==> src/rtl/mult_div_unit_if.sv <==
// Request/result bundle between pipeline control and the iterative multiply/divide unit.
// The control side drives the request; the unit drives busy/done and the HI/LO registers.
interface mult_div_unit_if #(
    parameter int WIDTH = 32
);
    logic             start_i;
    logic [2:0]       op_i;
    logic [WIDTH-1:0] a_i;
    logic [WIDTH-1:0] b_i;
    logic             busy_o;
    logic             done_o;
    logic [WIDTH-1:0] hi_o;
    logic [WIDTH-1:0] lo_o;
    logic             div_zero_o;

    modport master (
        output start_i, op_i, a_i, b_i,
        input  busy_o, done_o, hi_o, lo_o, div_zero_o
    );

    modport slave (
        input  start_i, op_i, a_i, b_i,
        output busy_o, done_o, hi_o, lo_o, div_zero_o
    );
endinterface

==> src/rtl/mult_div_unit.sv <==
// Iterative MULT/MULTU/DIV/DIVU unit with HI/LO registers, plus MTHI/MTLO.
// Sign-magnitude core: unsigned shift-add / restoring divide, signs applied in FIX.
module mult_div_unit #(
    parameter int WIDTH = 32,
    parameter int CNT_W = $clog2(WIDTH) + 1
) (
    input  logic           clk_i,
    input  logic           rst_n_i,
    mult_div_unit_if.slave bus
);
    localparam logic [2:0] OP_MULT  = 3'b000;
    localparam logic [2:0] OP_MULTU = 3'b001;
    localparam logic [2:0] OP_DIV   = 3'b010;
    localparam logic [2:0] OP_DIVU  = 3'b011;
    localparam logic [2:0] OP_MTHI  = 3'b100;
    localparam logic [2:0] OP_MTLO  = 3'b101;

    typedef enum logic [1:0] {IDLE, RUN, FIX} state_t;

    // Reset asserts asynchronously but is released only on a clock edge.
    logic [1:0] rst_sync;
    logic       rst_n;

    always_ff @(posedge clk_i or negedge rst_n_i) begin
        if (!rst_n_i) rst_sync <= 2'b00;
        else          rst_sync <= {rst_sync[0], 1'b1};
    end
    assign rst_n = rst_sync[1];

    state_t               state_q, state_d;
    logic [CNT_W-1:0]     cnt_q, cnt_d;
    logic [2*WIDTH-1:0]   acc_q, acc_d;
    logic [WIDTH-1:0]     opnd_q, opnd_d;
    logic                 is_div_q, is_div_d;
    logic                 neg_lo_q, neg_lo_d;
    logic                 neg_hi_q, neg_hi_d;
    logic [WIDTH-1:0]     hi_q, hi_d;
    logic [WIDTH-1:0]     lo_q, lo_d;
    logic                 done_q, done_d;
    logic                 dz_q, dz_d;

    // Operand conditioning at accept time
    logic             signed_op;
    logic             a_neg, b_neg;
    logic [WIDTH-1:0] a_mag, b_mag;

    assign signed_op = (bus.op_i == OP_MULT) || (bus.op_i == OP_DIV);
    assign a_neg     = signed_op & bus.a_i[WIDTH-1];
    assign b_neg     = signed_op & bus.b_i[WIDTH-1];
    assign a_mag     = a_neg ? -bus.a_i : bus.a_i;
    assign b_mag     = b_neg ? -bus.b_i : bus.b_i;

    // Multiply step: acc = {partial product, remaining multiplier bits}
    logic [WIDTH:0]     add_sum;
    logic [2*WIDTH-1:0] mul_step;

    assign add_sum  = {1'b0, acc_q[2*WIDTH-1:WIDTH]} + (acc_q[0] ? {1'b0, opnd_q} : '0);
    assign mul_step = {add_sum, acc_q[WIDTH-1:1]};

    // Restoring divide step: acc = {partial remainder, dividend/quotient bits}.
    // The difference is taken mod 2^WIDTH; it is only kept when it is < divisor.
    logic [WIDTH:0]     rem_sh;
    logic               rem_ge;
    logic [WIDTH-1:0]   rem_sub;
    logic [WIDTH-1:0]   rem_new;
    logic [2*WIDTH-1:0] div_step;

    assign rem_sh   = {acc_q[2*WIDTH-1:WIDTH], acc_q[WIDTH-1]};
    assign rem_ge   = rem_sh >= {1'b0, opnd_q};
    assign rem_sub  = rem_sh[WIDTH-1:0] - opnd_q;
    assign rem_new  = rem_ge ? rem_sub : rem_sh[WIDTH-1:0];
    assign div_step = {rem_new, acc_q[WIDTH-2:0], rem_ge};

    logic [2*WIDTH-1:0] prod_fix;
    assign prod_fix = neg_lo_q ? -acc_q : acc_q;

    always_comb begin
        state_d  = state_q;
        cnt_d    = cnt_q;
        acc_d    = acc_q;
        opnd_d   = opnd_q;
        is_div_d = is_div_q;
        neg_lo_d = neg_lo_q;
        neg_hi_d = neg_hi_q;
        hi_d     = hi_q;
        lo_d     = lo_q;
        dz_d     = dz_q;
        done_d   = 1'b0;

        case (state_q)
            IDLE: begin
                if (bus.start_i) begin
                    case (bus.op_i)
                        OP_MULT, OP_MULTU: begin
                            acc_d    = {{WIDTH{1'b0}}, b_mag};
                            opnd_d   = a_mag;
                            is_div_d = 1'b0;
                            neg_lo_d = a_neg ^ b_neg;
                            neg_hi_d = a_neg ^ b_neg;
                            dz_d     = 1'b0;
                            cnt_d    = CNT_W'(WIDTH);
                            state_d  = RUN;
                        end
                        OP_DIV, OP_DIVU: begin
                            is_div_d = 1'b1;
                            cnt_d    = CNT_W'(WIDTH);
                            state_d  = RUN;
                            if (bus.b_i == '0) begin
                                // Divide by zero falls out of the datapath as q=all ones, r=dividend
                                acc_d    = {{WIDTH{1'b0}}, bus.a_i};
                                opnd_d   = '0;
                                neg_lo_d = 1'b0;
                                neg_hi_d = 1'b0;
                                dz_d     = 1'b1;
                            end else begin
                                acc_d    = {{WIDTH{1'b0}}, a_mag};
                                opnd_d   = b_mag;
                                neg_lo_d = a_neg ^ b_neg;
                                neg_hi_d = a_neg;
                                dz_d     = 1'b0;
                            end
                        end
                        OP_MTHI: begin
                            hi_d   = bus.a_i;
                            done_d = 1'b1;
                        end
                        OP_MTLO: begin
                            lo_d   = bus.a_i;
                            done_d = 1'b1;
                        end
                        default: ;
                    endcase
                end
            end
            RUN: begin
                acc_d = is_div_q ? div_step : mul_step;
                cnt_d = cnt_q - CNT_W'(1);
                if (cnt_q == CNT_W'(1)) state_d = FIX;
            end
            FIX: begin
                if (is_div_q) begin
                    lo_d = neg_lo_q ? -acc_q[WIDTH-1:0] : acc_q[WIDTH-1:0];
                    hi_d = neg_hi_q ? -acc_q[2*WIDTH-1:WIDTH] : acc_q[2*WIDTH-1:WIDTH];
                end else begin
                    hi_d = prod_fix[2*WIDTH-1:WIDTH];
                    lo_d = prod_fix[WIDTH-1:0];
                end
                done_d  = 1'b1;
                state_d = IDLE;
            end
            default: state_d = IDLE;
        endcase
    end

    always_ff @(posedge clk_i or negedge rst_n) begin
        if (!rst_n) begin
            state_q  <= IDLE;
            cnt_q    <= '0;
            acc_q    <= '0;
            opnd_q   <= '0;
            is_div_q <= 1'b0;
            neg_lo_q <= 1'b0;
            neg_hi_q <= 1'b0;
            hi_q     <= '0;
            lo_q     <= '0;
            done_q   <= 1'b0;
            dz_q     <= 1'b0;
        end else begin
            state_q  <= state_d;
            cnt_q    <= cnt_d;
            acc_q    <= acc_d;
            opnd_q   <= opnd_d;
            is_div_q <= is_div_d;
            neg_lo_q <= neg_lo_d;
            neg_hi_q <= neg_hi_d;
            hi_q     <= hi_d;
            lo_q     <= lo_d;
            done_q   <= done_d;
            dz_q     <= dz_d;
        end
    end

    assign bus.busy_o     = (state_q == RUN);
    assign bus.done_o     = done_q;
    assign bus.hi_o       = hi_q;
    assign bus.lo_o       = lo_q;
    assign bus.div_zero_o = dz_q;
endmodule

==> src/flat_wrapper.sv <==
// flat-port wrapper written by rule: the top's interface ports become plain ports
module mult_div_unit_flat 
#(
    parameter int WIDTH = 32,
    parameter int CNT_W = $clog2(WIDTH) + 1
)
  (clk_i, rst_n_i, bus_start_i, bus_op_i, bus_a_i, bus_b_i, bus_busy_o, bus_done_o, bus_hi_o, bus_lo_o, bus_div_zero_o);
  mult_div_unit_if #(.WIDTH(WIDTH)) bus_i ();
  input  logic clk_i;
  input  logic rst_n_i;
  input wire logic [$bits(bus_i.start_i)-1:0] bus_start_i;
  input wire logic [$bits(bus_i.op_i)-1:0] bus_op_i;
  input wire logic [$bits(bus_i.a_i)-1:0] bus_a_i;
  input wire logic [$bits(bus_i.b_i)-1:0] bus_b_i;
  output wire logic [$bits(bus_i.busy_o)-1:0] bus_busy_o;
  output wire logic [$bits(bus_i.done_o)-1:0] bus_done_o;
  output wire logic [$bits(bus_i.hi_o)-1:0] bus_hi_o;
  output wire logic [$bits(bus_i.lo_o)-1:0] bus_lo_o;
  output wire logic [$bits(bus_i.div_zero_o)-1:0] bus_div_zero_o;
  assign bus_i.start_i = bus_start_i;
  assign bus_i.op_i = bus_op_i;
  assign bus_i.a_i = bus_a_i;
  assign bus_i.b_i = bus_b_i;
  assign bus_busy_o = bus_i.busy_o;
  assign bus_done_o = bus_i.done_o;
  assign bus_hi_o = bus_i.hi_o;
  assign bus_lo_o = bus_i.lo_o;
  assign bus_div_zero_o = bus_i.div_zero_o;
  mult_div_unit #(.WIDTH(WIDTH), .CNT_W(CNT_W)) u_core (.clk_i(clk_i), .rst_n_i(rst_n_i), .bus(bus_i));
endmodule
==> config.mk <==
export PLATFORM = sky130hd
export DESIGN_NAME = mult_div_unit_flat
export DESIGN_NICKNAME = d
export VERILOG_FILES = /design/src/rtl/mult_div_unit_if.sv /design/src/rtl/mult_div_unit.sv /design/src/flat_wrapper.sv
export SDC_FILE = /design/constraint.sdc
export NUM_CORES = 1
export LEC_CHECK = 0
export ABC_AREA = 1
export BUFFER_PORTS_ARGS = -buffer_cell sky130_fd_sc_hd__buf_2
export CORE_ASPECT_RATIO = 1.4
export CORE_UTILIZATION = 25
export CTS_CLUSTER_DIAMETER = 200
export DETAILED_ROUTE_END_ITERATION = 7
export GPL_TIMING_DRIVEN = 0
export PLACE_DENSITY_LB_ADDON = 0.15
export SLEW_MARGIN = 15
export SYNTH_ARGS = -nofsm -noshare
export SYNTH_HDL_FRONTEND = slang
export SYNTH_SLANG_ARGS = --single-unit
==> constraint.sdc <==
create_clock -name clk_i -period 8.7 [get_ports clk_i]
set_input_delay 0.435 -clock clk_i [delete_from_list [all_inputs] [get_ports clk_i]]
set_output_delay 0.435 -clock clk_i [all_outputs]
set_load 0.02 [all_outputs]
==> results.tsv, run 1 <==
stage	metric	value	unit
critical_path	start_kind	register	
cts	numCtsBuffers	17	
timing	setup_violations	0	
cts	path_clk_slew	0.09	ns
timing	period_needed	3.77	ns
pwr	seq_power_share	20.4	%
pwr	power.internal	3.62	mW
drt	wire_per_inst	24.2	um
pwr	swShare	61.7	%
drt	drc	0	
critical_path	reg2reg_depth	19	
global_route	grt_max_degree	53	
cts	cts_root_buf	clkbuf_16	
critical_path	arrival	4.14	ns
synth	yosysWarnings	0	
cts	cts_tree	built	
synth	yosysTopAreaCellShare	23.2	%
timing	hold_viol	0	
cells_and_area	register_area	4380	um^2
placed_design	gp_congestion	0.986	
pwr	power_switching	5.82	mW
drt	num_vias	22800	
floorplan	ios	137	
floorplan	fp.dieW	234	um
pwr	p_leak	10.9	nW
critical_path	worst_r2r_endpoint	u_core.acc_q[61]$_DFFE_PN0P_	
synth	synth_edf_count	0	
cells_and_area	fill_cells	8925	
timing	min_period_over_period	43.3	%
drt	routed_wl	108	mm
critical_path	cp.required	9.07	ns
cts	cts_buffer_depth	2	
critical_path	endpoint_kind	register	
drt	via_per_inst	5.11	
placed_design	dp_hpwl	91.2	mm
status	status	finished, final reports clean	
synth	synthesis.nets	3463	
synth	yosysUniqueCellTypes	53	
placed_design	portBuffers	135	
synth	async_flop_share	100	%
global_route	grt_pass1_vias	22700	
critical_path	r2r-start	u_core.acc_q[0]$_DFFE_PN0P_	
min_path	hold_class	in -> async	
floorplan	die_h	327	um
synth	ys_top_cells_by_area	dfrtp_1, nand2_1, nor2_1	
timing	drv_slew	0	
pwr	comb_power_share	70.6	%
cts	clk_latency	0.48	ns
global_route	track_usage	28.3	%
timing	skew	0.0197	ns
timing	setup_tns	0	ns
floorplan	die-area	76800	um^2
cells_and_area	post-route-util	28.7	%
drt	drtIter0Drc	1779	
global_route	grt_first_pass_wirelength	155	mm
synth	ys_ff_latch	175	
timing	slew_headroom	22.1	%
pwr	power_density	439	nW/um^2
global_route	antenna_found_initial	1	
cells_and_area	multi_input_area	12400	um^2
synth	yosysTopAreaCell	dfrtp_1	
timing	whs	0.262	ns
pwr	ir_drop	0.000178	V
synth	ys.flop_type	dfrtp_1	
floorplan	coreArea	75000	um^2
timing	rsz0062_at_grt	false	
pwr	clockPowerShare	9.0	%
timing	clock.fmax	266	MHz
cells_and_area	final_nets	3621	
cts	htree_levels	4	
timing	tightestPinTransition	1.17	ns
global_route	overflow	0	
drt	dr.pass1.iters	6	
floorplan	start_util	25.2	%
drt	ant_nets	0	
synth	netlist_area	18900	um^2
synth	syn_inst	3321	
synth	synth_area_per_cell	5.69	um^2
critical_path	path_max_fanout	10	
critical_path	worstSetupPathType	reg -> reg	
cells_and_area	layout-drive-gt1-share	7.65	%
cts	clock_sinks	175	
critical_path	rrSetupSlack	4.93	ns
synth	ys_seq_area_share	23.2	%
floorplan	std_cell_rows	119	
job	maxCapViolations	0	
cells_and_area	area_delta_synth_final	13.7	%
[placed cells by master (no fill, tap or decap), drive strengths merged, types with 40 or more instances in the layout]
cell and instances:
a21oi 193, buf 179, clkbuf 90, dfrtp 175, ha 70, inv 443
nand2 1014, nand3 319, nand4 53, nor2 508, o21ai 215, xor2 40
[worst max-delay path: stages (launching register included)]
cell and delay, ns:
dfrtp_1 0.35, buf_6 0.16, clkbuf_1 0.55, nand2_1 0.10, inv_1 0.08, ha_1 0.28, inv_1 0.09, fa_1 0.51
nor2_1 0.15, nor2_1 0.09, o21ai_0 0.34, nand2_1 0.16, nand2_1 0.21, nand2_1 0.10, nand3_1 0.08, nand3_1 0.12
nand2_1 0.11, inv_1 0.06, nand2_1 0.07, nand2_1 0.05
[power groups by stage]
stage | logic [mW] | registers (mW) | clock network [mW]
detailed placement | 6.57 | 1.92 | 0
CTS | 6.60 | 1.90 | 0.868
global placement | 6.54 | 1.94 | 0
floorplan | 4.23 | 1.70 | 0
global route | 7.38 | 1.94 | 0.893
finish | 6.67 | 1.92 | 0.851
[timing repair]
item                      CTS  global route
setup buffers               0             0
hold endpoints to repair    2             0
gates resized for setup     0             0
hold buffers                1             0
[cells in the mapped netlist, types with 8 or more instances]
cell type,number
buf_1,14
nand2_1,1003
nor2_1,486
nand2_2,8
dfrtp_1,175
nand4_1,52
clkbuf_1,73
nor2_2,17
nand3_1,316
nor3_1,21
a21oi_1,192
nand3b_1,16
o21bai_1,20
inv_2,17
a22oi_1,22
ha_1,70
buf_2,21
a31oi_1,26
o21ai_0,189
o211ai_1,21
or2_2,8
o21ai_1,24
inv_1,419
xnor2_1,11
xor2_1,40
[flip-flops by register name, summed over array words and instances (netlist names)]
signal                 cells
u_core.state_q             2
u_core.bus.lo_o           32
u_core.neg_hi_q            1
u_core.cnt_q               6
u_core.bus.div_zero_o      1
u_core.acc_q              64
u_core.is_div_q            1
u_core.bus.done_o          1
u_core.bus.hi_o           32
u_core.opnd_q             32
u_core.neg_lo_q            1
u_core.rst_sync            2
[routing by layer]
metal	wire [um]	track usage (%)	vias to the layer above	share of wire, %
li1	-	-	11000	-
met5	0	0	-	0
met1	41400	31.8	10900	38
met2	53000	48.6	721	49
met4	9770	22.4	0	9.1
met3	3780	2.37	221	3.5
[cells by family after synthesis]
logic type	count (synthesis)	synth area share, %
and+or+nand+nor	1950	43.1
buffers and inverters	553	11.3
AOI/OAI and AO/OA	518	15.1
DFF	175	23.2
adders and majority gates	72	4.84
xor gates and xnor gates	51	2.36
other	1	0.0198
muxes	1	0.0529
[layout make-up]
class                           count  share of cell area (%)
Clock inverter                     15                   0.878
Clock buffer                       17                    1.98
Inverter                          439                    7.66
Buffer                            114                    2.30
Multi-Input combinational cell   2593                    57.6
Antenna cell                        1                  0.0116
Tap cell                          968                    5.63
Sequential cell                   175                    20.4
Timing Repair Buffer              139                    3.57
[how the worst max path moves through the flow]
stage / from / to / slack, ns / cells past startpoint
floorplan: u_core.rst_sync[1]$_DFF_PN0_ / u_core.acc_q[0]$_DFFE_PN0P_ / 3.46 / 0
global placement: u_core.rst_sync[1]$_DFF_PN0_ / u_core.acc_q[62]$_DFFE_PN0P_ / 0.52 / 0
finish: u_core.acc_q[0]$_DFFE_PN0P_ / u_core.acc_q[61]$_DFFE_PN0P_ / 4.93 / 19
CTS: u_core.acc_q[0]$_DFFE_PN0P_ / u_core.acc_q[61]$_DFFE_PN0P_ / 4.89 / 19
detailed placement: u_core.acc_q[0]$_DFFE_PN0P_ / u_core.acc_q[61]$_DFFE_PN0P_ / 4.93 / 19
global route: u_core.acc_q[0]$_DFFE_PN0P_ / u_core.acc_q[53]$_DFFE_PN0P_ / 4.70 / 17
[through the flow]
step                cells  cell area, um^2  setup slack (ns)  total power, mW
floorplan            3321            18900              3.46             5.93
global placement     4424            20800             0.525             8.48
detailed placement   4427            20900              4.93             8.49
CTS                  4460            21500              4.89             9.37
global route         4461            21500              4.70             10.2
finish               4461            21500              4.93             9.44
Note: power is estimated with default switching activity, not from simulation.
==> run 2, diff against run 1 <==
==> constraint.sdc (replaced) <==
create_clock -name clk_i -period 3.77 [get_ports clk_i]
set_input_delay 0.1885 -clock clk_i [delete_from_list [all_inputs] [get_ports clk_i]]
set_output_delay 0.1885 -clock clk_i [all_outputs]
set_load 0.02 [all_outputs]
==> results.tsv, run 2 (synthesis results as in run 1) <==
stage	metric	value	unit
placed_design	portBuffers	135	
cts	clk_latency	0.48	ns
min_path	hold_class	in -> async	
cells_and_area	layout_commonest_cell	nand2_1	
pwr	ir_drop	0.000467	V
timing	drv_slew	0	
placed_design	placed_cells	4427	
critical_path	rrSetupSlack	0.1	ns
drt	drtIter0Drc	1674	
pwr	power_density	1010	nW/um^2
cells_and_area	post-route-util	28.6	%
cts	path_clk_slew	0.08	ns
critical_path	cp.required	4.18	ns
floorplan	die_h	327	um
critical_path	path_max_fanout	10	
cells_and_area	final_cell_mix	nand2_1, nor2_1, inv_1, nand3_1, a21oi_1	
timing	slew_headroom	24.8	%
critical_path	arrival	4.08	ns
critical_path	worst-path-buf-inv	2	
drt	dr.pass1.iters	8	
cells_and_area	final_nets	3621	
floorplan	start_util	25.2	%
placed_design	dp_hpwl	91.5	mm
global_route	track_usage	28.3	%
cts	numCtsBuffers	17	
critical_path	path_delay_family	compound AO/OA/AOI/OAI gates	
timing	clock.fmax	272	MHz
pwr	p_leak	10.9	nW
cts	clock_sinks	175	
timing	period_needed	3.67	ns
cells_and_area	largest_reg_flops	64	
cells_and_area	layout-drive-gt1-share	7.62	%
global_route	grt_max_degree	54	
floorplan	ios	137	
timing	min_period_over_period	97.4	%
drt	drc	0	
cts	cts_root_buf	clkbuf_16	
timing	setup_violations	0	
critical_path	cpMaxStageDelayCell	o21ai_0	
cts	htree_levels	4	
critical_path	path_cells	ha_1 -> a21oi_1 -> nand2_1 -> nand2_1 -> nand3_1 -> nand2_1 -> nand2_2 -> nand2_4 -> nand2_8 -> buf_8 -> o21ai_0 -> inv_1 -> nand2_1 -> nand2_1 -> nand2_1	
global_route	overflow	0	
drt	via_per_inst	5.11	
floorplan	coreArea	75000	um^2
drt	routed_wl	109	mm
floorplan	std_cell_rows	119	
floorplan	fp.dieW	234	um
cells_and_area	fin_cells	4460	
cells_and_area	area_delta_synth_final	13.5	%
critical_path	slowest_delay	0.86	ns
timing	rsz0062_at_grt	false	
timing	skew	0.00999	ns
timing	tightestPinTransition	1.13	ns
critical_path	start_kind	register	
critical_path	worstSetupPathType	reg -> reg	
critical_path	path_common_cell	nand2_1	
cts	cts_tree	built	
cts	cts_buffer_depth	2	
cts	cts_resized	0	
placed_design	gp_congestion	0.980	
floorplan	die-area	76800	um^2
global_route	grt_pass1_vias	22100	
global_route	grt_first_pass_wirelength	155	mm
drt	num_vias	22800	
cells_and_area	regMostFlops	u_core.acc_q	
global_route	antenna_found_initial	0	
job	maxCapViolations	0	
cts	post_cts_buffers	0	
timing	hold_viol	0	
drt	ant_nets	0	
critical_path	endpoint_kind	register	
status	status	finished, final reports clean	
cells_and_area	fill_cells	8879	
drt	wire_per_inst	24.4	um
==> run 2: what timing repair did <==
item                       CTS  global route
hold endpoints to repair     3             0
hold buffers                 2             0
setup endpoints to repair    3             0
==> run 2: worst paths after layout <==
check | from | to | cells past startpoint
worst max-delay path | u_core.acc_q[35]$_DFFE_PN0P_ | u_core.acc_q[62]$_DFFE_PN0P_ | 15
worst min-delay path | rst_n_i | u_core.rst_sync[1]$_DFF_PN0_ | 2
worst max register to register | u_core.acc_q[35]$_DFFE_PN0P_ | u_core.acc_q[62]$_DFFE_PN0P_ | 15
worst min register to register | u_core.rst_sync[0]$_DFF_PN0_ | u_core.rst_sync[1]$_DFF_PN0_ | 0
max in group asynchronous | u_core.rst_sync[1]$_DFF_PN0_ | u_core.opnd_q[30]$_DFFE_PN0P_ | 2
min in group clk_i | bus_b_i[0] | u_core.opnd_q[0]$_DFFE_PN0P_ | 3
==> run 2: layout make-up <==
type	count	area (um^2)	share of cell area (%)
plain buffers	113	492	2.29
repair buffers	140	771	3.59
inverters	439	1650	7.68
well taps	968	1210	5.64
diodes	1	2.50	0.0117
clock inverters	14	148	0.688
flip-flops and latches	175	4380	20.4
multi-input cells	2593	12400	57.7
clock buffers	17	425	1.98
==> run 2: stage by stage <==
stage / hold slack, ns / instance area [um^2] / TNS [ns] / setup slack (ns) / total power, mW
2_1_floorplan: -0.107 / 18900 / 0 / 0.879 / 13.7
3_3_place_gp: -0.0248 / 20800 / -119.65 / -0.727 / 19.6
5_1_grt: 0.0320 / 21500 / 0 / 0.0895 / 23.4
3_5_place_dp: -0.0228 / 20900 / -0.0122 / -0.0122 / 19.6
4_1_cts: 0.0138 / 21500 / 0 / 0.328 / 21.5
6_report: 0.0246 / 21500 / 0 / 0.0991 / 21.8
==> run 2: where the power goes <==
part,switching [mW],internal (mW)
logic,10.9,4.60
registers,1.67,2.78
clock network,0.975,0.879
total,13.5,8.26
==> run 2: worst register-to-register path, delay by kind of cell (launching register included) <==
kind                       cells  cell delay [ns]
adders and majority gates      1             0.39
and+or+nand+nor               10             1.13
AOI/OAI and AO/OA              2             1.17
buffers and inverters          2             0.24
DFF                            1             0.67
==> run 2: metal layers <==
| layer | wire length, um | vias to the layer above | GRT usage (%) |
|---|---|---|---|
| li1 | - | 11000 | - |
| met1 | 41700 | 10800 | 32.0 |
| met2 | 53600 | 739 | 49.0 |
| met3 | 4170 | 239 | 2.58 |
| met4 | 9490 | 0 | 21.2 |
| met5 | 0 | - | 0 |
==> run 3, diff against run 2 <==
--- a/config.mk
+++ b/config.mk
@@ -8,7 +8,8 @@
 export ABC_AREA = 1
 export BUFFER_PORTS_ARGS = -buffer_cell sky130_fd_sc_hd__buf_2
 export CORE_ASPECT_RATIO = 1.4
-export CORE_UTILIZATION = 25
+export CORE_MARGIN = 2
+export CORE_UTILIZATION = 45
 export CTS_CLUSTER_DIAMETER = 200
 export DETAILED_ROUTE_END_ITERATION = 7
 export GPL_TIMING_DRIVEN = 0
==> results.tsv, run 3 (synthesis results as in run 1) <==
stage	metric	value	unit
drt	dr_wl_met3	9.09	mm
timing	drv_slew	0	
cells_and_area	regMostFlops	u_core.acc_q	
cells_and_area	stdcell_area	20900	um^2
critical_path	path_max_fanout	19	
cts	post_cts_buffers	0	
cts	cts_tree	built	
critical_path	arrival	3.88	ns
pwr	p_leak	10.9	nW
timing	period_needed	3.53	ns
critical_path	endpoint_kind	register	
global_route	grt_max_degree	51	
cells_and_area	final_nets	3621	
cells_and_area	final_cell_mix	nand2_1, nor2_1, inv_1, nand3_1, a21oi_1	
cells_and_area	fill_cells	4530	
placed_design	portBuffers	135	
floorplan	coreArea	41400	um^2
cells_and_area	post-route-util	50.5	%
drt	routed_wl	99.0	mm
drt	met1_length	33.9	mm
cts	clock_sinks	175	
critical_path	slowest_delay	0.43	ns
status	status	finished, final reports clean	
drt	ant_nets	0	
cells_and_area	area_delta_synth_final	10.6	%
drt	wire_per_inst	24.5	um
global_route	antenna_found_initial	10	
pwr	ir_drop	0.000596	V
global_route	overflow	0	
pwr	swShare	62.3	%
drt	num_vias	24100	
cells_and_area	layout_commonest_cell	nand2_1	
pwr	comb_power_share	71.9	%
floorplan	std_cell_rows	88	
cts	numCtsBuffers	17	
job	maxCapViolations	0	
global_route	grt_first_pass_wirelength	144	mm
cts	cts_root_buf	clkbuf_16	
drt	drtIter0Drc	3086	
pwr	seq_power_share	20.3	%
timing	tightestPinTransition	1.11	ns
critical_path	worst-path-buf-inv	3	
critical_path	start_kind	register	
min_path	hold_class	in -> reg	
cells_and_area	layout-drive-gt1-share	7.56	%
cts	htree_levels	4	
cells_and_area	largest_reg_flops	64	
timing	rsz0062_at_grt	false	
drt	via_per_inst	5.98	
placed_design	gp_congestion	1.09	
pwr	power_density	1050	nW/um^2
timing	min_period_over_period	93.8	%
critical_path	path_delay_family	simple AND/OR/NAND/NOR gates	
floorplan	start_util	45.7	%
drt	wl_met2	44.6	mm
drt	dr.pass1.iters	8	
cts	path_clk_slew	0.07	ns
critical_path	path_cells	buf_6 -> clkbuf_1 -> nand2_1 -> inv_1 -> ha_1 -> a21oi_1 -> nor2_1 -> nor2_1 -> nand3_1 -> nand2_1 -> nand2_1 -> nand2_1 -> nand3_1 -> nand3_1 -> o21ai_1	
timing	slew_headroom	26.2	%
drt	topRoutingLayerUsed	met5	
pwr	clockPowerShare	7.9	%
critical_path	path_common_cell	nand2_1	
timing	clock.fmax	283	MHz
cts	cts_buffer_depth	2	
floorplan	ios	137	
global_route	grt_pass1_vias	22600	
pwr	power_switching	13.7	mW
floorplan	die_h	247	um
timing	hold_viol	0	
timing	setup_tns	0	ns
placed_design	dp_hpwl	80.9	mm
pwr	power.internal	8.32	mW
floorplan	fp.dieW	177	um
floorplan	die-area	43700	um^2
global_route	track_usage	45.3	%
timing	skew	0.0140	ns
critical_path	cpMaxStageDelayCell	a21oi_1	
placed_design	dpl_cell_area	20300	um^2
critical_path	cp.required	4.12	ns
critical_path	worstSetupPathType	reg -> reg	
cts	clk_latency	0.47	ns
drt	drc	0	
timing	setup_violations	0	
[run 3: repair_timing]
| item | in CTS | in global routing |
|---|---|---|
| setup endpoints to repair | 0 | 2 |
| hold buffers | 2 | 0 |
| resized for setup | 0 | 0 |
| hold endpoints to repair | 3 | 0 |
[run 3: final timing paths]
check / start / end / slack [ns] / cells past startpoint
hold reg to reg: u_core.rst_sync[1]$_DFF_PN0_ / u_core.bus.lo_o[28]$_DFFE_PN0P_ / 0.30 / 0
setup / recovery: u_core.acc_q[0]$_DFFE_PN0P_ / u_core.acc_q[47]$_DFFE_PN0P_ / 0.24 / 15
min in group asynchronous: rst_n_i / u_core.rst_sync[1]$_DFF_PN0_ / 0.04 / 2
setup reg to reg: u_core.acc_q[0]$_DFFE_PN0P_ / u_core.acc_q[47]$_DFFE_PN0P_ / 0.24 / 15
hold / removal: bus_start_i / u_core.bus.done_o$_DFF_PN0_ / 0.02 / 3
max in group asynchronous: u_core.rst_sync[1]$_DFF_PN0_ / u_core.opnd_q[25]$_DFFE_PN0P_ / 2.20 / 3
[run 3: power groups by stage]
stage | Sequential, mW | Combinational, mW | Clock (mW)
3_3_place_gp | 4.33 | 14.8 | 0
4_1_cts | 4.30 | 15.1 | 1.72
6_report | 4.47 | 15.8 | 1.73
3_5_place_dp | 4.33 | 15.0 | 0
5_1_grt | 4.46 | 17.1 | 1.80
2_1_floorplan | 3.92 | 9.77 | 0
[run 3: worst reg2reg max path: cells and delay by family, from the launching register on]
kind,cells,cell delay (ns)
AND/OR/NAND/NOR,9,1.60
flip-flops,1,0.34
AO/OA/AOI/OAI,2,0.51
adder cells (fa/ha/maj),1,0.31
buffers and inverters,3,0.66
[run 3: layout make-up]
class | instances | area, um^2 | area share, %
Multi-Input combinational cell | 2593 | 12400 | 59.2
Sequential cell | 175 | 4380 | 21.0
Inverter | 439 | 1650 | 7.88
Timing Repair Buffer | 140 | 771 | 3.68
Tap cell | 540 | 676 | 3.23
Buffer | 113 | 492 | 2.35
Clock buffer | 19 | 433 | 2.07
Clock inverter | 12 | 115 | 0.550
Antenna cell | 5 | 12.5 | 0.0598
[run 3: metal layers]
layer,global-route usage (%),vias to the layer above
met2,72.8,1553
met3,10.1,484
li1,-,11000
met4,41.9,12
met5,0.926,-
met1,49.1,11100
[run 3: per-stage QoR]
stage / power [mW] / worst slack (ns) / hold slack, ns / cells
finish: 22.0 / 0.235 / 0.0151 / 4036
global route: 23.4 / 0.0809 / 0.0291 / 4031
CTS: 21.1 / 0.211 / 0.0133 / 4032
detailed placement: 19.3 / 0.261 / -0.0252 / 3999
global placement: 19.2 / -0.283 / -0.0265 / 3996
floorplan: 13.7 / 0.879 / -0.107 / 3321
